[src/rtl/mesha_prefetch_queue.sv]
// ============================================================================
// Module   : mesha_prefetch_queue
// Brief    : Instruction prefetch queue with single-outstanding fetch FSM and
//            redirect/flush support. Optional same-cycle response bypass is
//            enabled by defining MESHA_PFQ_BYPASS_EN.
// Revision : 1.0 - initial release
// ============================================================================
`default_nettype none

module mesha_prefetch_queue #(
    parameter int                    DATA_WIDTH = 32,
    parameter int                    ADDR_WIDTH = 32,
    parameter int                    DEPTH      = 4,
    parameter logic [ADDR_WIDTH-1:0] RESET_PC   = '0
) (
    input  logic                       clk,
    input  logic                       rst,
    output logic                       imem_req,
    output logic [ADDR_WIDTH-1:0]      imem_addr,
    input  logic                       imem_gnt,
    input  logic                       imem_rvalid,
    input  logic [DATA_WIDTH-1:0]      imem_rdata,
    output logic                       out_valid,
    output logic [DATA_WIDTH-1:0]      out_instr,
    output logic [ADDR_WIDTH-1:0]      out_pc,
    input  logic                       out_ready,
    input  logic                       redirect_valid,
    input  logic [ADDR_WIDTH-1:0]      redirect_pc,
    output logic [$clog2(DEPTH):0]     fill_level
);

    localparam int                c_PTR_W = $clog2(DEPTH);
    localparam logic [c_PTR_W:0]  c_FULL  = (c_PTR_W+1)'(DEPTH);

    localparam logic [1:0] c_IDLE = 2'd0;
    localparam logic [1:0] c_WAIT = 2'd1;
    localparam logic [1:0] c_DROP = 2'd2;

    logic [1:0]            r_state;
    logic [ADDR_WIDTH-1:0] r_fetch_pc;
    logic [ADDR_WIDTH-1:0] r_pend_pc;
    logic [c_PTR_W-1:0]    r_head;
    logic [c_PTR_W-1:0]    r_tail;
    logic [c_PTR_W:0]      r_count;
    logic [DATA_WIDTH-1:0] r_instr_mem [DEPTH];
    logic [ADDR_WIDTH-1:0] r_pc_mem    [DEPTH];

    logic w_grant;
    logic w_resp;
    logic w_bypass;
    logic w_push;
    logic w_pop;
    logic w_q_valid;

    assign w_q_valid = (r_count != '0);

    // A request is only issued with a free slot, which stays reserved until the response.
    assign imem_req  = !rst && (r_state == c_IDLE) && (r_count < c_FULL) && !redirect_valid;
    assign imem_addr = r_fetch_pc;
    assign w_grant   = imem_req && imem_gnt;
    assign w_resp    = (r_state == c_WAIT) && imem_rvalid && !redirect_valid;

`ifdef MESHA_PFQ_BYPASS_EN
    assign w_bypass = w_resp && !w_q_valid && out_ready;
`else
    assign w_bypass = 1'b0;
`endif

    assign w_push     = w_resp && !w_bypass;
    assign w_pop      = w_q_valid && out_ready && !redirect_valid;
    assign out_valid  = w_q_valid || w_bypass;
    assign fill_level = r_count;

    always_comb begin
        out_instr = '0;
        out_pc    = '0;
        if (w_bypass) begin
            out_instr = imem_rdata;
            out_pc    = r_pend_pc;
        end else if (w_q_valid) begin
            out_instr = r_instr_mem[r_head];
            out_pc    = r_pc_mem[r_head];
        end
    end

    always_ff @(posedge clk) begin
        if (w_push) begin
            r_instr_mem[r_tail] <= imem_rdata;
            r_pc_mem[r_tail]    <= r_pend_pc;
        end
    end

    always_ff @(posedge clk or posedge rst) begin
        if (rst) begin
            r_state    <= c_IDLE;
            r_fetch_pc <= RESET_PC;
            r_pend_pc  <= RESET_PC;
            r_head     <= '0;
            r_tail     <= '0;
            r_count    <= '0;
        end else if (redirect_valid) begin
            r_fetch_pc <= redirect_pc;
            r_head     <= '0;
            r_tail     <= '0;
            r_count    <= '0;
            // A response landing with the redirect is simply dropped.
            case (r_state)
                c_WAIT:  r_state <= imem_rvalid ? c_IDLE : c_DROP;
                c_DROP:  if (imem_rvalid) r_state <= c_IDLE;
                default: r_state <= c_IDLE;
            endcase
        end else begin
            case (r_state)
                c_IDLE: begin
                    if (w_grant) begin
                        r_state    <= c_WAIT;
                        r_pend_pc  <= r_fetch_pc;
                        r_fetch_pc <= r_fetch_pc + ADDR_WIDTH'(4);
                    end
                end
                c_WAIT:  if (imem_rvalid) r_state <= c_IDLE;
                c_DROP:  if (imem_rvalid) r_state <= c_IDLE;
                default: r_state <= c_IDLE;
            endcase

            if (w_push) r_tail <= r_tail + c_PTR_W'(1);
            if (w_pop)  r_head <= r_head + c_PTR_W'(1);

            if (w_push && !w_pop) begin
                r_count <= r_count + (c_PTR_W+1)'(1);
            end else if (!w_push && w_pop) begin
                r_count <= r_count - (c_PTR_W+1)'(1);
            end
        end
    end

endmodule

`default_nettype wire

[config.mk]
export PLATFORM = sky130hd
export DESIGN_NAME = mesha_prefetch_queue
export DESIGN_NICKNAME = d
export VERILOG_FILES = /design/src/rtl/mesha_prefetch_queue.sv
export SDC_FILE = /design/constraint.sdc
export NUM_CORES = 1
export LEC_CHECK = 0
export CORE_MARGIN = 2
export CORE_UTILIZATION = 30
export CTS_BUF_LIST = sky130_fd_sc_hd__clkbuf_4
export CTS_CLUSTER_DIAMETER = 40
export DETAILED_ROUTE_END_ITERATION = 8
export PLACE_DENSITY = 0.58
export RECOVER_POWER = 100
export SLEW_MARGIN = 40
export SYNTH_ARGS = -nofsm -noshare
export SYNTH_HDL_FRONTEND = slang
export SYNTH_SLANG_ARGS = --single-unit
[constraint.sdc]
create_clock -name clk -period 4.9 [get_ports clk]
set_input_delay 0.735 -clock clk [delete_from_list [all_inputs] [get_ports clk]]
set_output_delay 0.735 -clock clk [all_outputs]
set_load 0.005 [all_outputs]
==> reports/qor.yml <==
synthesis:
  ff_latch_count_synth: 329
  synth_top_family_by_area: "multiplexers"
  synth_compound_area_frac: 0.03355
  synth_cell_type_count: 50
  syn_inst: 813
  number_of_flops_mapped_to_enable_cells_by_yosys: 256
  ys_async_sr_fraction: 0.2219
  yosys-mux-area-fraction: 0.1114
  part_of_the_yosys_area_used_for_sequential_elements: 0.7145
  syn-mean-instance-area_um2: 16.38
  synth_xor_xnor_area_share: 0.007235
  ys_top_cells_by_area: "edfxtp_1, dfrtp_1, mux4_2"
  post_synth_and_or_nand_nor_area_fraction: 0.1044
  mappedNetlistArea_um2: 13320
  synth_top_area_frac: 0.5773
  adder_and_majority_gate_portion_of_the_synthesized_area: 0.009961
  synthesis.nets: 893
  synth.largest_area_cell: "edfxtp_1"
  postSynth.topFlopCell: "edfxtp_1"
  yosys_warnings: 0
clock_tree:
  cts.htree.levels: 3
  cts_inserted_buffers: 91
  clockRootBuffer: "clkbuf_4"
  number_of_hold_buffers_added_after_cts: 0
  post_cts_resized: 0
  cts_setup_buffers: 0
  clock_insertion_delay_worst_skew_ns: 0.74
  clock_sink_count: 329
  tritoncts_clock_tree: "yes"
  cts-root-to-sink-buffers: 3
  worst_setup_hold_path_clk_slew_ns: 0.07
setup_path:
  critPathRequiredTime_ns: 4.16
  crit_family: "flip-flops"
  ff2ff_path_depth: 6
  arr_time_crit_path_ns: 3.52
  sort_of_element_at_the_end_of_the_critical_path: "primary output"
  crit-reg2reg-launch: "r_state[1]"
  r2r_slack_ns: 0.86
  worstSetupStartpointType: "register"
  critPathKind: "register to primary output"
  rr_endpoint: "r_instr_mem[2][6]"
  critical-path-max-stage-delay_ns: 1.44
  timing.critical_path.slowest_stage_cell: "dfrtp_1"
  timing.critical_path.cells: "buf_12 -> mux4_2 -> and2_1 -> clkdlybuf4s50_1"
  critical_path_peak_fanout: 34
  critPathBufInv: 2
worst_hold_path:
  hold_wc_startpoint: "r_pend_pc[19]"
  min_delay_worst_endpoint: "r_pc_mem[1][19]"
  holdPathStages: 0
  timing.hold.worst.class: "register to register"
grt:
  antenna_violations_before_repair: 2
  first_global_vias: 8603
  grt_overflow: 0
  grt_max_degree: 51
  grtUsageTotal: 0.1436
  grt_pass1_wl_um: 50430
sta:
  timing.final.crit_share: 0.8693
  finalSetupViolCount: 0
  maxSlewViolCount: 216
  min_period_ns: 4.259
  setup_ws_ns: 0.6405
  rsz0062_at_grt: "no"
  timing.max_slew.rel_slack: -0.6229
  achievable-frequency_ghz: 0.2348
  report.final.hold_viol_count: 0
  totalNegativeSetupSlack_ns: 0
  worstMarginPinSlew_ns: 2.421
  worst_clock_skew_ns: 0.03074
detailed_routing:
  drt-vias-per-instance: 4.629
  dr_drc_count: 0
  avgRoutedWirePerCell_um: 18.83
  number_of_nets_with_antenna_violations_after_routing: 0
  num_vias: 7985
  drt_iter0_drc: 436
  postRouteWirelength_um: 32490
  tritonroute_pass_1_iters: 4
floorplan:
  std_cell_rows: 77
  start_util: 0.3024
  design.die.area_um2: 46090
  io_pins: 171
  dieHeight_um: 214.7
  core_area_um2: 44030
  die_width_um: 214.7
cells_and_area:
  n_fill_cell: 4193
  seq_area_um2: 9518
  layout-drive-gt1-share: 0.2035
  flow.area_growth_from_synthesis_pct: 26.88
  multi_input_logic_area_um2: 3531
  num-nets-final: 1134
power:
  irDropWorstVdd_mv: 0.2526
  pwr_density_cell_nw_per_um2: 491.9
  power.leakage_nw: 6.024
  total_power_mw: 8.310
placement:
  dpl_worst_slack_ns: 1.680
  finalWeightedCongestion: 0.7610
  io_buffers: 170
  post-dp-hpwl_um: 20920
run_status:
  failing_checks: "max-capacitance violations, max-slew violations"
  run_status: "complete, but fails checks"
flow_run:
  cap_violations: 7
==> layout make-up <==
type	instances	share of cell area
Timing Repair Buffer	190	0.1085
Sequential cell	329	0.5634
Tap cell	592	0.04384
Antenna cell	3	0.0004443
Multi-Input combinational cell	428	0.2090
Clock inverter	33	0.01126
Inverter	14	0.003184
Clock buffer	136	0.06043
==> sequential cells by signal, indices dropped and copies added, names as in the netlist <==
| name | flops |
|---|---|
| r_head | 2 |
| r_pc_mem | 128 |
| r_state | 2 |
| r_pend_pc | 32 |
| r_instr_mem | 128 |
| imem_addr | 32 |
| r_tail | 2 |
| fill_level | 3 |
==> power breakdown <==
group / internal [mW] / switching [mW]
clock network: 1.38 / 1.14
registers: 3.31 / 0.329
logic: 1.27 / 0.886
total: 5.96 / 2.35
==> through the flow <==
stage | util | cell area, um2 | hold WS (ns) | cells
floorplan | - | 13320 | 0.4758 | 813
global placement | 0.3568 | 15710 | 0.4933 | 1549
detailed placement | 0.3588 | 15800 | 0.5022 | 1553
CTS | 0.3863 | 17010 | 0.3363 | 1722
global route | 0.3837 | 16900 | 0.4649 | 1725
finish | 0.3837 | 16900 | 0.5134 | 1725
==> routing by layer <==
metal  part of all wire  routed length, um  global-route usage
met2               0.47              15120              0.2222
met4              0.026                853             0.05880
met1               0.45              14660              0.1886
met5                  0                  0                   0
met3              0.057               1854             0.04312
==> worst max path at each step <==
stage | from | slack [ns] | end | cells after the start
final | r_head[1] | 0.64 | out_pc[19] | 4
after global routing | r_head[1] | 0.36 | out_pc[19] | 4
after CTS | r_head[0] | 0.80 | out_pc[22] | 4
after detailed placement | r_head[0] | 1.68 | out_pc[22] | 4
after global placement | fill_level[2] | 1.68 | out_pc[19] | 4
after floorplan | redirect_valid | 1.69 | r_instr_mem[0][0] | 4
==> cell families after synthesis <==
kind of cell / Yosys count
AOI/OAI and AO/OA: 65
xor gates and xnor gates: 11
adders and majority gates: 10
buffers and inverters: 56
DFF: 329
muxes: 68
and+or+nand+nor: 274
==> layout by cell type (no fill, tap or decap), drive strengths merged, types with 3 or more instances in the layout <==
| master | synthesis | final |
|---|---|---|
| edfxtp | 256 | 256 |
| clkbuf | 21 | 151 |
| nand2 | 120 | 120 |
| dlygate4sd3 | 0 | 99 |
| dfrtp | 73 | 73 |
| and2 | 73 | 73 |
| clkdlybuf4s50 | 0 | 70 |
| mux4 | 64 | 64 |
| clkinv | 0 | 27 |
| nand3 | 23 | 23 |
| o21ai | 23 | 23 |
| nor2 | 19 | 19 |
| inv | 14 | 16 |
| nand4 | 14 | 14 |
| o311ai | 10 | 10 |
| ha | 9 | 9 |
| xor2 | 7 | 7 |
| o211ai | 7 | 7 |
| and3 | 6 | 6 |
| buf | 21 | 6 |
| a221o | 5 | 5 |
| a21oi | 5 | 5 |
| a22oi | 4 | 4 |
| xnor2 | 4 | 4 |
| and4 | 4 | 4 |
| diode | 0 | 3 |
| nor3 | 3 | 3 |
| or3 | 3 | 3 |
==> cell usage after synthesis, types with 2 or more instances <==
cell type  number
a21oi_1         5
a221o_1         5
a22oi_1         4
a31oi_1         2
a32oi_1         2
a41oi_1         2
and2_1         73
and3_1          6
and4_1          4
buf_1           4
buf_2          12
buf_4           3
buf_6           2
clkbuf_1       21
dfrtp_1        73
edfxtp_1      256
ha_1            9
inv_1          14
mux2_2          2
mux2i_1         2
mux4_2         64
nand2_1       119
nand2b_1        2
nand3_1        23
nand4_1        14
nor2_1         18
nor3_1          2
o211ai_1        7
o21ai_0        22
o311ai_0        6
o311ai_1        4
or3_1           3
or4_1           2
xnor2_1         4
xor2_1          7
Power figures use the tool's default switching activity.
==> RTL change 1 (config.mk and constraints unchanged) <==
Add a define of `MESHA_PFQ_BYPASS_EN`.
--- a/src/rtl/mesha_prefetch_queue.sv
+++ b/src/rtl/mesha_prefetch_queue.sv
@@ -7,4 +7,6 @@
 // ============================================================================
 `default_nettype none
+
+`define MESHA_PFQ_BYPASS_EN
 
 module mesha_prefetch_queue #(
Check against the original RTL: not equivalent (Yosys sat finds a counterexample within 4 cycles, from zero or initial values and one cycle with rst high).
==> RTL change 1 against the original RTL <==
The run still ends with capacitance limit, slew limit left. Area after synthesis rose by 1.4%. Power fell by 5.6%. Die area is 1.4% higher. Global-route usage rose by 0.81 points. Sequential cell count unchanged. Design area increased by 0.98%. Largest cell class unchanged. Utilization is 0.13 points higher. Worst setup slack worse by 0.095 ns. Hold slack worse by 0.0078 ns. Routed wire length increased by 7.3%.
==> RTL change 1: results (changes against the original RTL) <==
Place
  – DP HPWL: 22100 um (was 20900 um)
  – Dpl cell area: 0.0160 mm^2 (was 0.0158 mm^2)
  – # placed instances: 1550 (was 1553)
  – Pre-CTS setup slack: 1.05 ns (was 1.68 ns)
  – GP Congestion: 0.777 (was 0.761)

Layout
  – Post-Layout Cell Count: 1706 (was 1725)
  – Multi-input gate area in the final layout: 0.00369 mm^2 (was 0.00353 mm^2)
  – Fraction of layout cells with a size suffix above 1: 20.8% (was 20.4%)

STA
  – Pins Over Slew Limit: 240 (was 216)
  – Relative slew slack: -72.4% (was -62.3%)

Drt
  – Initial drt markers: 592 (was 436)
  – Post-DR wirelength/cell: 20.4 um (was 18.8 um)
  – First-pass iteration count of the detailed router: 7 (was 4)
  – DR vias: 8426 (was 7985)

GRT
  – GRT Util Overall: 15.2% (was 14.4%)
  – Vias in the first global route: 8754 (was 8603)
  – Largest net degree at the start of global routing: 69 (was 51)
  – Global-route wire length before repair: 53200 um (was 50400 um)

Die
  – Effective utilization at floorplan: 30.5% (was 30.2%)

Run status
  – Failing checks: capacitance limit, slew limit (unchanged)
  – Status: complete, but fails checks (unchanged)

Setup path
  – Critical Path AT: 3.62 ns (was 3.52 ns)
  – CP Max Fanout: 45 (was 34)

Logic synthesis
  – Yosys warning count: 0 (unchanged)
  – Register area share after synthesis: 70.5% (was 71.5%)
  – Top post-synthesis cells by count: edfxtp_1, nand2_1, dfrtp_1 (was edfxtp_1, nand2_1, and2_1, dfrtp_1, mux4_2)
  – Synth area leaders: edfxtp_1, dfrtp_1, mux4_2, a22o_1, nand2_1 (was edfxtp_1, dfrtp_1, mux4_2, and2_1, nand2_1)
  – Synth cell types: 58 (was 50)

Pwr
  – Leakage: 5.99 nW (was 6.02 nW)
  – Worst vdd ir: 0.264 mV (was 0.253 mV)

Min path
  – Worst hold path depth: 2 (was 0)
  – Hold Crit Class: flip-flop to flip-flop (unchanged)

Clock tree
  – Clock insertion delay at the later pin of the skew report: 0.80 ns (was 0.74 ns)
  – Inserted Clock Buffers: 88 (was 91)
  – Worst-path clk slew: 0.06 ns

Run
  – Max Cap Viol: 6 (was 7)
==> RTL change 1: cell types whose count changed after synthesis, sizes merged, moves of 4 or more <==
cell    change
and2       -68
a22o       +64
clkbuf     +12
nand3      -11
buf         -7
nor4        +6
and3        -5
o21ai       -5
a22oi       -4
==> RTL change 1: worst max-delay path: stages <==
cell and delay, ns:
clkbuf_1 0.62, clkinv_1 0.15, buf_4 0.25, nand4_1 0.19, nor2_4 0.05, clkbuf_2 0.66
a22o_1 0.48, clkdlybuf4s50_1 0.46
==> RTL change 1: area by class of cell <==
type / instances / share of cell area [%]
sequential: 329 / 55.8
multi-input combinational: 419 / 21.6
timing repair buffer: 192 / 10.8
clock inverter: 31 / 1.55
tap: 592 / 4.34
clock buffer: 124 / 5.46
antenna: 1 / 0.0147
inverter: 18 / 0.411
==> RTL change 1: path summary, 6_finish.rpt <==
kind,start,end,slack [ns]
setup / recovery,redirect_valid,out_instr[1],0.55
hold / removal,imem_addr[0],r_pend_pc[0],0.51
setup reg to reg,r_state[1],r_pc_mem[1][24],0.76
hold reg to reg,imem_addr[0],r_pend_pc[0],0.51
max in group asynchronous,rst,r_tail[0],1.73
min in group asynchronous,rst,r_pend_pc[31],1.18
==> RTL change 1: layer usage <==
metal / part of all wire [%] / global-route usage (%) / wire (um) / up-vias
met5: 0 / 0 / 0 / -
met1: 46 / 21.0 / 16000 / 4307
li1: - / - / - / 3776
met3: 6.0 / 4.22 / 2090 / 39
met2: 46 / 22.4 / 16000 / 304
met4: 2.3 / 6.46 / 794 / 0
==> RTL change 1: cells by family (layout without fill, tap and decap cells) <==
group	count (synthesis)	after routing	share of synthesized area, %
xor+xnor	9	9	0.584
other cells	0	1	0
mux	72	72	11.3
compound gates	130	130	7.69
buf+inv	65	365	2.00
flops	329	329	70.5
fa+ha+maj	10	10	0.982
simple gates	198	198	6.96
==> RTL change 1: where the power goes <==
| group | total (mW) | internal (mW) | leakage, nW | switching, mW |
|---|---|---|---|---|
| clock network | 2.55 | 1.43 | 0.691 | 1.12 |
| registers | 3.59 | 3.27 | 3.22 | 0.321 |
| logic | 1.70 | 0.981 | 2.08 | 0.722 |
==> RTL change 2 (config.mk and constraints unchanged) <==
Without the edit above. Register the output `fill_level` once more, cleared by the reset; this adds one clock of latency there. The other outputs are not delayed to match.
--- a/src/rtl/mesha_prefetch_queue.sv
+++ b/src/rtl/mesha_prefetch_queue.sv
@@ -70,5 +70,11 @@
     assign w_pop      = w_q_valid && out_ready && !redirect_valid;
     assign out_valid  = w_q_valid || w_bypass;
-    assign fill_level = r_count;
+    always_ff @(posedge clk or posedge rst) begin
+        if (rst) begin
+            fill_level <= '0;
+        end else begin
+            fill_level <= r_count;
+        end
+    end
 
     always_comb begin
Behaviour: not the same (Yosys sat finds a counterexample within 4 cycles, from zero or initial values and one cycle with rst high).
==> RTL change 2 against the original RTL <==
The flow still finishes with violations (capacitance limit, slew limit). Register-to-register slack better by 0.06 ns. Hold slack got worse by 0.069 ns. Worst setup slack better by 0.10 ns. Routed wire length decreased by 0.60%. Critical endpoint is now out_pc[9]. Power is 1.0% lower. First-iteration DRC count is 25% higher. Cell count increased by 0.52%. Area after synthesis is 1.1% higher. Sequential cell count up 3. Design area rose by 1.1%.
==> RTL change 2: results (changes against the original RTL) <==
Run status
  – Status: complete, but fails checks (unchanged)
  – Failing checks: capacitance limit, slew limit (unchanged)

Layout
  – Fillers: 4120 (was 4193)
  – Final net count: 1154 (was 1134)

Drt
  – First-pass iteration count of the detailed router: 5 (was 4)
  – Post-DR wirelength/cell: 18.6 um (was 18.8 um)
  – Initial drt markers: 543 (was 436)

Setup path
  – Crit path capture: out_pc[9] (was out_pc[19])
  – Setup slack, reg-to-reg: 0.92 ns (was 0.86 ns)
  – Critical Path Start: r_head[0] (was r_head[1])

Logic synthesis
  – Register area share after synthesis: 71.2% (was 71.5%)
  – XOR/XNOR Fraction of Synth Area: 1.04% (was 0.724%)
  – Synth area leaders: edfxtp_1, dfrtp_1, mux4_2, nand2_1, and2_1 (was edfxtp_1, dfrtp_1, mux4_2, and2_1, nand2_1)
  – Compound-Gate Fraction of Synth Area: 3.05% (was 3.35%)
  – Asr flop ratio synth: 22.9% (was 22.2%)

Pwr
  – Worst vdd ir: 0.213 mV (was 0.253 mV)
  – Leakage: 6.11 nW (was 6.02 nW)

Place
  – DP HPWL: 20400 um (was 20900 um)
  – Dpl cell area: 0.0159 mm^2 (was 0.0158 mm^2)
  – GP Congestion: 0.780 (was 0.761)

GRT
  – Largest net degree at the start of global routing: 54 (was 51)
  – Vias in the first global route: 8658 (was 8603)
  – Initial antenna violation count: 1 (was 2)
  – Met3 Use GR: 3.92% (was 4.31%)
  – Met1 usage: 18.4% (was 18.9%)
  – GRT Util Overall: 14.1% (was 14.4%)

STA
  – Pins Over Slew Limit: 247 (was 216)
  – Worst Max-Slew Pin Slew: 2.52 ns (was 2.42 ns)

Run
  – Max Cap Viol: 8 (was 7)
[RTL change 2: logic make-up after synthesis]
group                    count (synthesis)
XOR/XNOR                                16
AO/OA/AOI/OAI                           61
adder cells (fa/ha/maj)                 10
AND/OR/NAND/NOR                        300
multiplexers                            66
flip-flops                             332
buffers and inverters                   54
[RTL change 2: through the flow]
step,std cells,power (mW)
6_report,1734,8.23
5_1_grt,1734,8.74
4_1_cts,1733,8.52
3_5_place_dp,1575,5.85
3_3_place_gp,1573,5.81
2_1_floorplan,839,4.62
[RTL change 2: area by class of cell]
cell class | instances | area, um^2 | share of cell area [%]
timing repair buffer | 188 | 1810 | 10.6
antenna | 1 | 2.50 | 0.0146
inverter | 10 | 38.8 | 0.227
sequential | 332 | 9600 | 56.2
multi-input combinational | 453 | 3650 | 21.4
clock inverter | 17 | 183 | 1.07
clock buffer | 141 | 1060 | 6.20
tap | 592 | 741 | 4.34
[RTL change 2: worst min-delay path by stage]
stage	startpoint	slack, ns	end	cells past startpoint
global route	r_count[1]	0.48	fill_level[1]	0
CTS	rst	0.40	r_state[1]	2
global placement	r_count[1]	0.44	fill_level[1]	0
finish	r_count[0]	0.44	fill_level[0]	0
detailed placement	r_count[1]	0.45	fill_level[1]	0
floorplan	r_count[1]	0.39	fill_level[1]	0
[RTL change 2: power by group through the flow]
| stage | clock network, mW | logic [mW] | registers [mW] |
|---|---|---|---|
| after floorplan | 0 | 1.10 | 3.52 |
| after global placement | 0 | 2.12 | 3.68 |
| after detailed placement | 0 | 2.16 | 3.68 |
| after CTS | 2.72 | 2.17 | 3.63 |
| after global routing | 2.88 | 2.21 | 3.66 |
| final | 2.61 | 2.00 | 3.61 |
[RTL change 2: metal layers]
metal,vias to the layer above,share of wire (%)
met3,52,6.4
met1,3988,44
met5,-,0
met2,266,48
li1,3713,-
met4,0,1.9
[RTL change 2: critical path, cell delays in order (launching register included)]
cell,delay (ns)
dfrtp_4,0.75
clkbuf_2,0.73
mux4_2,0.62
and2_1,0.18
clkdlybuf4s50_1,0.44
